--- config.mk ---
export PLATFORM = sky130hd
export DESIGN_NAME = jtopl_acc_flat
export DESIGN_NICKNAME = d
export VERILOG_FILES = /design/src/rtl/jtopl_acc_if.sv /design/src/rtl/jtopl_acc.sv /design/src/flat_wrapper.sv
export SDC_FILE = /design/constraint.sdc
export NUM_CORES = 1
export LEC_CHECK = 0
export ABC_AREA = 1
export BUFFER_PORTS_ARGS = -buffer_cell sky130_fd_sc_hd__buf_2
export CORE_ASPECT_RATIO = 0.9
export CORE_MARGIN = 2
export CORE_UTILIZATION = 25
export CTS_BUF_LIST = sky130_fd_sc_hd__clkbuf_2 sky130_fd_sc_hd__clkbuf_4 sky130_fd_sc_hd__clkbuf_8
export DETAILED_ROUTE_END_ITERATION = 12
export PLACE_DENSITY = 0.46
export SYNTH_ARGS = -nofsm -noshare
export SYNTH_HDL_FRONTEND = slang
export SYNTH_SLANG_ARGS = --single-unit
export TNS_END_PERCENT = 100
--- constraint.sdc ---
create_clock -name clk -period 5.25 [get_ports clk]
set_input_delay 0.7875 -clock clk [delete_from_list [all_inputs] [get_ports clk]]
set_output_delay 0.7875 -clock clk [all_outputs]
set_load 0.1 [all_outputs]
--- src/rtl/jtopl_acc_if.sv ---
// Operator-side handshake and sample-side outputs of the output accumulator.
// The master side feeds operator results; the slave side is the accumulator.
interface jtopl_acc_if #(
    parameter int OUTW = 16
);
    logic                   cenop;
    logic                   zero;
    logic signed [12:0]     op_result;
    logic                   op_out;
    logic                   con_IV;
    logic                   peak_clr;
    logic        [OUTW-1:0] snd;
    logic                   sample;
    logic                   clip;
    logic        [4:0]      slot;
    logic        [OUTW-2:0] peak;

    modport master (
        output cenop, zero, op_result, op_out, con_IV, peak_clr,
        input  snd, sample, clip, slot, peak
    );

    modport slave (
        input  cenop, zero, op_result, op_out, con_IV, peak_clr,
        output snd, sample, clip, slot, peak
    );
endinterface

--- src/rtl/jtopl_acc.sv ---
// Frame accumulator: sums audible slot results and dumps a saturated sample on zero.
// Define JTOPL_ACC_PEAK_EN to build the peak-magnitude tracker.
module jtopl_acc #(
    parameter int ACCW = 18,
    parameter int OUTW = 16
) (
    input  logic        clk,
    input  logic        rst,
    jtopl_acc_if.slave  bus
);
    localparam logic signed [ACCW-1:0] SAT_HI = ACCW'((1 << (OUTW-1)) - 1);
    localparam logic signed [ACCW-1:0] SAT_LO = ~SAT_HI;

    logic signed [ACCW-1:0] acc_q, acc_d;
    logic signed [ACCW-1:0] contrib;
    logic        [4:0]      slot_q, slot_d;
    logic        [OUTW-1:0] snd_q, snd_d;
    logic                   clip_q, clip_d;
    logic                   sample_q, sample_d;
    logic        [OUTW-1:0] sat_val;
    logic                   ovf_hi, ovf_lo;
    logic                   dump;

    assign dump = bus.cenop & bus.zero;

    always_comb begin
        // op_result is taken as-is; one's-complement negatives are left uncorrected
        contrib = '0;
        if (bus.op_out | bus.con_IV)
            contrib = {{(ACCW-13){bus.op_result[12]}}, bus.op_result};

        ovf_hi  = acc_q > SAT_HI;
        ovf_lo  = acc_q < SAT_LO;
        sat_val = acc_q[OUTW-1:0];
        if (ovf_hi)
            sat_val = SAT_HI[OUTW-1:0];
        else if (ovf_lo)
            sat_val = SAT_LO[OUTW-1:0];
    end

    always_comb begin
        acc_d    = acc_q;
        slot_d   = slot_q;
        snd_d    = snd_q;
        clip_d   = clip_q;
        sample_d = 1'b0;
        if (bus.cenop) begin
            if (bus.zero) begin
                // the slot-0 result already belongs to the new frame
                snd_d    = sat_val;
                clip_d   = ovf_hi | ovf_lo;
                sample_d = 1'b1;
                acc_d    = contrib;
                slot_d   = 5'd0;
            end else begin
                acc_d  = acc_q + contrib;
                slot_d = (slot_q == 5'd17) ? 5'd0 : 5'(slot_q + 5'd1);
            end
        end
    end

    always_ff @(posedge clk) begin
        if (rst) begin
            acc_q    <= '0;
            slot_q   <= '0;
            snd_q    <= '0;
            clip_q   <= 1'b0;
            sample_q <= 1'b0;
        end else begin
            acc_q    <= acc_d;
            slot_q   <= slot_d;
            snd_q    <= snd_d;
            clip_q   <= clip_d;
            sample_q <= sample_d;
        end
    end

    assign bus.snd    = snd_q;
    assign bus.clip   = clip_q;
    assign bus.sample = sample_q;
    assign bus.slot   = slot_q;

`ifdef JTOPL_ACC_PEAK_EN
    logic [OUTW-1:0] mag;
    logic [OUTW-2:0] mag_c;
    logic [OUTW-2:0] peak_q, peak_d;

    always_comb begin
        // negating the most negative value leaves the sign set, so clamp it
        mag    = sat_val[OUTW-1] ? OUTW'(-sat_val) : sat_val;
        mag_c  = mag[OUTW-1] ? '1 : mag[OUTW-2:0];
        peak_d = peak_q;
        if (bus.peak_clr)
            peak_d = '0;
        else if (dump && mag_c > peak_q)
            peak_d = mag_c;
    end

    always_ff @(posedge clk) begin
        if (rst)
            peak_q <= '0;
        else
            peak_q <= peak_d;
    end

    assign bus.peak = peak_q;
`else
    assign bus.peak = '0;
`endif
endmodule

--- src/flat_wrapper.sv ---
// flat-port wrapper written by rule: the top's interface ports become plain ports
module jtopl_acc_flat 
#(
    parameter int ACCW = 18,
    parameter int OUTW = 16
)
  (clk, rst, bus_cenop, bus_zero, bus_op_result, bus_op_out, bus_con_IV, bus_peak_clr, bus_snd, bus_sample, bus_clip, bus_slot, bus_peak);
  jtopl_acc_if #(.OUTW(OUTW)) bus_i ();
  input  logic clk;
  input  logic rst;
  input wire logic [$bits(bus_i.cenop)-1:0] bus_cenop;
  input wire logic [$bits(bus_i.zero)-1:0] bus_zero;
  input wire logic [$bits(bus_i.op_result)-1:0] bus_op_result;
  input wire logic [$bits(bus_i.op_out)-1:0] bus_op_out;
  input wire logic [$bits(bus_i.con_IV)-1:0] bus_con_IV;
  input wire logic [$bits(bus_i.peak_clr)-1:0] bus_peak_clr;
  output wire logic [$bits(bus_i.snd)-1:0] bus_snd;
  output wire logic [$bits(bus_i.sample)-1:0] bus_sample;
  output wire logic [$bits(bus_i.clip)-1:0] bus_clip;
  output wire logic [$bits(bus_i.slot)-1:0] bus_slot;
  output wire logic [$bits(bus_i.peak)-1:0] bus_peak;
  assign bus_i.cenop = bus_cenop;
  assign bus_i.zero = bus_zero;
  assign bus_i.op_result = bus_op_result;
  assign bus_i.op_out = bus_op_out;
  assign bus_i.con_IV = bus_con_IV;
  assign bus_i.peak_clr = bus_peak_clr;
  assign bus_snd = bus_i.snd;
  assign bus_sample = bus_i.sample;
  assign bus_clip = bus_i.clip;
  assign bus_slot = bus_i.slot;
  assign bus_peak = bus_i.peak;
  jtopl_acc #(.ACCW(ACCW), .OUTW(OUTW)) u_core (.clk(clk), .rst(rst), .bus(bus_i));
endmodule
Word level (Yosys, flattened, before mapping)
Index checks and enable logic that the tools add are counted.
{"block": "totals", "out_inout_bits": 38, "elab_cells": 22, "register_bits": 41}
{"block": "classes", "n_lt_le_gt_ge": 2, "eq_ne": 1, "n_mux": 7, "add_sub_neg": 2, "n_bitwise": 3, "n_reduce_logical": 2}
{"cell": "2-to-1 mux 18 bit", "count": 2}
{"cell": "2-to-1 mux 16 bit", "count": 2}
{"cell": "adder 18 bit", "count": 1}
{"cell": "greater-than comparator 18 x 16 -> 1 bit, second input constant", "count": 1}
{"cell": "less-than comparator 18 x 16 -> 1 bit, second input constant", "count": 1}
{"cell": "2-to-1 mux 5 bit", "count": 2}
{"cell": "adder 5 x 1 -> 5 bit, second input constant", "count": 1}
{"cell": "== test 5 bit, second input constant", "count": 1}
{"cell": "bitwise OR 1 bit", "count": 2}
{"cell": "AND reduction 2 bit", "count": 1}
{"cell": "OR reduction 2 bit", "count": 1}
{"cell": "2-to-1 mux 1 bit", "count": 1}
{"cell": "NOT 1 bit", "count": 1}

Longest topological paths before layout
{"block": "depth", "depth_word": 4, "depth_mapped": 15, "depth_no_buf": 15}

Least setup slack after synthesis
No wires, ideal clock.
{"block": "synth_path", "path_kind": "input port to flip-flop", "startpoint": "input port bus_con_IV", "endpoint": "register u_core.acc_q[16]", "path_stages": 13, "setup_slack_ns": 2.782, "t_required_ns": 5.118, "t_arrival_ns": 2.336, "cell_sequence": "or2_4 > nand2_1 > inv_1 > ha_1 > fa_1 > nand3_1 > nand2_1 > nand2_1 > nand2_2 > nand2_1 > nand3b_1 > nand3_1 > a21oi_1"}
{"block": "synth_via", "elab_chain_len": 4}
{"element": "start, declared", "line": "flat_wrapper.sv:15", "source": "input wire logic [$bits(bus_i.con_IV)-1:0] bus_con_IV;"}
{"element": "bitwise OR 1 bit *", "line": "jtopl_acc.sv:29", "source": "if (bus.op_out | bus.con_IV)"}
{"element": "2-to-1 mux 18 bit *", "line": "jtopl_acc.sv:29"}
{"element": "adder 18 bit", "line": "jtopl_acc.sv:56", "source": "acc_d = acc_q + contrib;"}
{"element": "2-to-1 mux 18 bit *", "line": "jtopl_acc.sv:48", "source": "if (bus.zero) begin"}
{"element": "end signal, assigned", "line": "jtopl_acc.sv:64", "source": "acc_q <= '0;"}
{"element": "end signal, assigned", "line": "jtopl_acc.sv:70", "source": "acc_q <= acc_d;"}
{"element": "end, declared", "line": "jtopl_acc.sv:14", "source": "logic signed [ACCW-1:0] acc_q, acc_d;"}
Every way passes the cells marked *; elsewhere a longest branch is shown, timed or not.
A chain may end at the register's enable or synchronous reset.

Final worst setup path
{"block": "layout_path", "startpoint": "input port bus_con_IV", "endpoint": "register u_core.acc_q[13]"}
The elaborated chain is that of the path after synthesis.

==> results by group <==
Status
  • Outcome: complete, no violations

Drt
  • Drt drc: 0
  • Post-route ant nets: 0
  • DR vias/cell: 4.44
  • Drt total wl: 7.74 mm
  • Wire per inst: 12.9 um
  • Drt pass-1 iters: 4
  • Starting DRT DRC Count: 137
  • Vias: 2660

CTS
  • Post-CTS Hold Buffers: 0
  • Clock Tree Root: clkbuf_8
  • Largest buffer count on any clock path: 2
  • H-tree depth: 2
  • Latest clock arrival within the worst-skew pair: 0.29 ns
  • TritonCTS Buffers: 5
  • Number of buffers added for setup after CTS: 0
  • Clk slew on worst S/H paths: 0.08 ns
  • Clock sinks: 41
  • CTS tree: done
  • Post-CTS resize count: 0

Die
  • Row count: 36
  • Die Wd: 116 um
  • Top Ports: 58
  • DIE AREA: 12100 um2
  • CORE AREA: 10900 um2
  • Die Height: 104 um
  • Initial Util: 25.8%

Place
  • RePlAce Congestion: 0.836
  • Port Buf Inserts: 41
  • Placed cell count: 592
  • HPWL Detailed: 5.85 mm

GRT
  • First-pass GRT wire length: 12.5 mm
  • Largest net degree at the start of global routing: 27
  • GR Overflow Total: 0
  • GR Util All Layers: 13.0%
  • Initial antenna violation count: 0
  • Vias in the first global route: 2466

STA
  • Setup skew after layout: 0.00597 ns
  • Final slew viol count: 0
  • Fin crit share: 50.7%
  • Final setup viols: 0
  • Setup TNS: 0 ns
  • Tmin final: 2.66 ns
  • Worst hold slack: 0.458 ns
  • Max Fclk: 0.376 GHz
  • Slew HR: 60.8%
  • Worst-margin pin slew: 0.588 ns
  • Final hold vios: 0
  • RSZ-0062 raised after global routing: false

Setup path
  • CP Capture Type: flop
  • Crit-path slowest cell: clkinv_1
  • CP Buf/Inv Count: 2
  • Worst Path Required: 5.48 ns
  • Cell family with most CP delay: simple AND/OR/NAND/NOR gates
  • Most used cell, CP: nand2_1
  • Startpoint types: primary input
  • CP max FO: 10
  • Critical Path AT: 2.89 ns
  • CP cell instances: buf_2 > or2_4 > clkinv_1 > nor2_1 > ha_1 > a21oi_1 > nand2_1 > nand2_1 > nand3_2 > nand2_2 > nand2_1 > nand2_1 > nand3_1 > a21oi_1
  • Setup CP Type: primary input to flop
  • CP max stage delay: 0.34 ns

Synthesis
  • Share of async-settable or async-resettable flops after synthesis: 0%
  • Area contributors post-synth: dfxtp_1 (29%), nand2_1 (10%), ha_1 (8.5%), a21oi_1 (7.2%), nor2_1 (6.2%)
  • Top_reg_cell synth: dfxtp_1
  • Mapped Cells: 408
  • Synth Register Bits: 41
  • Seq/Total Area, Yosys: 29.3%
  • Mean post-synth cell area: 6.86 um2
  • Top cell type's share of synthesized area: 29.3%
  • Synth cell types: 37
  • Leading area contributor after synthesis: dfxtp_1
  • Cell area after synthesis: 2800 um2
  • YS warnings: 0
  • Number of flops mapped to enable cells by yosys: 0

Power and ir drop
  • Sw Share: 40.3%
  • Leakage: 1.52 nW
  • Total Power: 0.907 mW
  • Max VDD drop: 94.1 uV
  • Seq pwr share: 38.4%
  • Power per cell area: 284 nW/um2
  • Switching pwr: 0.366 mW
  • Int Power: 0.541 mW
  • Combinational Power Share: 33.4%
  • Clock network power share: 28.2%

Cells and area
  • Finished Layout Cells: 599
  • Final nets: 487
  • Fill cells: 1190
  • # diodes: 0
  • Layout cells sized above 1: 17.4%
  • Area growth from synthesis to layout: 14.1%

Flow run
  • Maxcap violations: 0

Min path
  • Worst Hold Class: flop to flop
## registers in the layout, indices dropped and copies added, names as in the netlist
name / flops
u_core.acc_q: 18
u_core.bus.snd: 16
u_core.bus.slot: 5
u_core.bus.sample: 1
u_core.bus.clip: 1
## cell usage after synthesis (all sizes together), types with 4 or more instances
cell,instances
dfxtp,41
a22oi,9
nor2,49
nand3b,5
nand4,4
buf,21
inv,42
nand2,89
o21ai,39
ha,19
a21oi,44
nand3,23
## layout make-up
cell class	instances	area, um2	area share (%)
multi-input cells	314	1700	53.4
flip-flops and latches	41	821	25.7
repair buffers	42	213	6.66
well taps	152	190	5.96
inverters	43	161	5.06
clock buffers	5	68.8	2.16
clock inverters	2	35.0	1.10
## worst paths after layout
path	to	start	cells after the start	slack (ns)
min	u_core.bus.snd[14]	u_core.bus.snd[14]	2	0.46
min reg2reg	u_core.bus.snd[14]	u_core.bus.snd[14]	2	0.46
max reg2reg	u_core.acc_q[16]	u_core.acc_q[0]	11	3.34
max	u_core.acc_q[13]	bus_con_IV	14	2.59
## per-layer routing
metal  share of wire (%)  global-route usage, %  vias up
met5                   0                      0        -
met4                0.40                   2.84        0
met3                 5.0                   1.98        2
met2                  43                   20.2       57
met1                  52                   19.0     1201
li1                    -                      -     1400
## cell families (layout without fill, tap and decap cells)
| family | after synthesis | count (layout) | share of synthesized area [%] |
|---|---|---|---|
| AOI/OAI and AO/OA | 98 | 98 | 19.4 |
| buffers and inverters | 67 | 92 | 11.7 |
| DFF | 41 | 41 | 29.3 |
| xor gates and xnor gates | 3 | 3 | 0.939 |
| and+or+nand+nor | 178 | 178 | 29.3 |
| other | 1 | 15 | 0.134 |
| adders and majority gates | 20 | 20 | 9.21 |
## power by group through the flow
stage	Sequential (mW)	Clock [mW]	Combinational (mW)
after CTS	0.348	0.266	0.303
after floorplan	0.412	0	0.198
final	0.348	0.256	0.302
after global placement	0.356	0	0.302
after detailed placement	0.356	0	0.303
after global routing	0.351	0.274	0.333
## worst register-to-register path: cells and delay by family (launching register included)
| family | cells | cell delay (ns) |
|---|---|---|
| and+or+nand+nor | 8 | 0.67 |
| DFF | 1 | 0.33 |
| AOI/OAI and AO/OA | 1 | 0.13 |
| adders and majority gates | 2 | 0.73 |
## placed cells by master, fill, tap and decap left out, types with 2 or more instances in the layout
master / n
clkbuf_8: 5
nor2_1: 46
nand3b_1: 5
o21ai_0: 23
ha_1: 19
dfxtp_1: 41
or2_2: 2
nand3_1: 18
nor3_1: 2
nand2_1: 77
and2_1: 2
conb_1: 15
a21oi_2: 4
a22oi_1: 9
xor2_1: 2
a31oi_1: 2
nor2_4: 2
nand4_1: 4
inv_1: 40
buf_2: 41
nand2_2: 12
inv_2: 2
nand3_2: 5
a21oi_1: 40
o21ai_1: 16
## metrics by stage
step | worst slack (ns) | area (um2) | util, %
after CTS | 2.57 | 3190 | 29.4
after global routing | 2.32 | 3190 | 29.4
final | 2.59 | 3190 | 29.4
after floorplan | 2.78 | 2850 | -
after global placement | 2.29 | 3090 | 28.4
after detailed placement | 2.26 | 3090 | 28.4
Note: power is estimated with default switching activity, not from simulation.
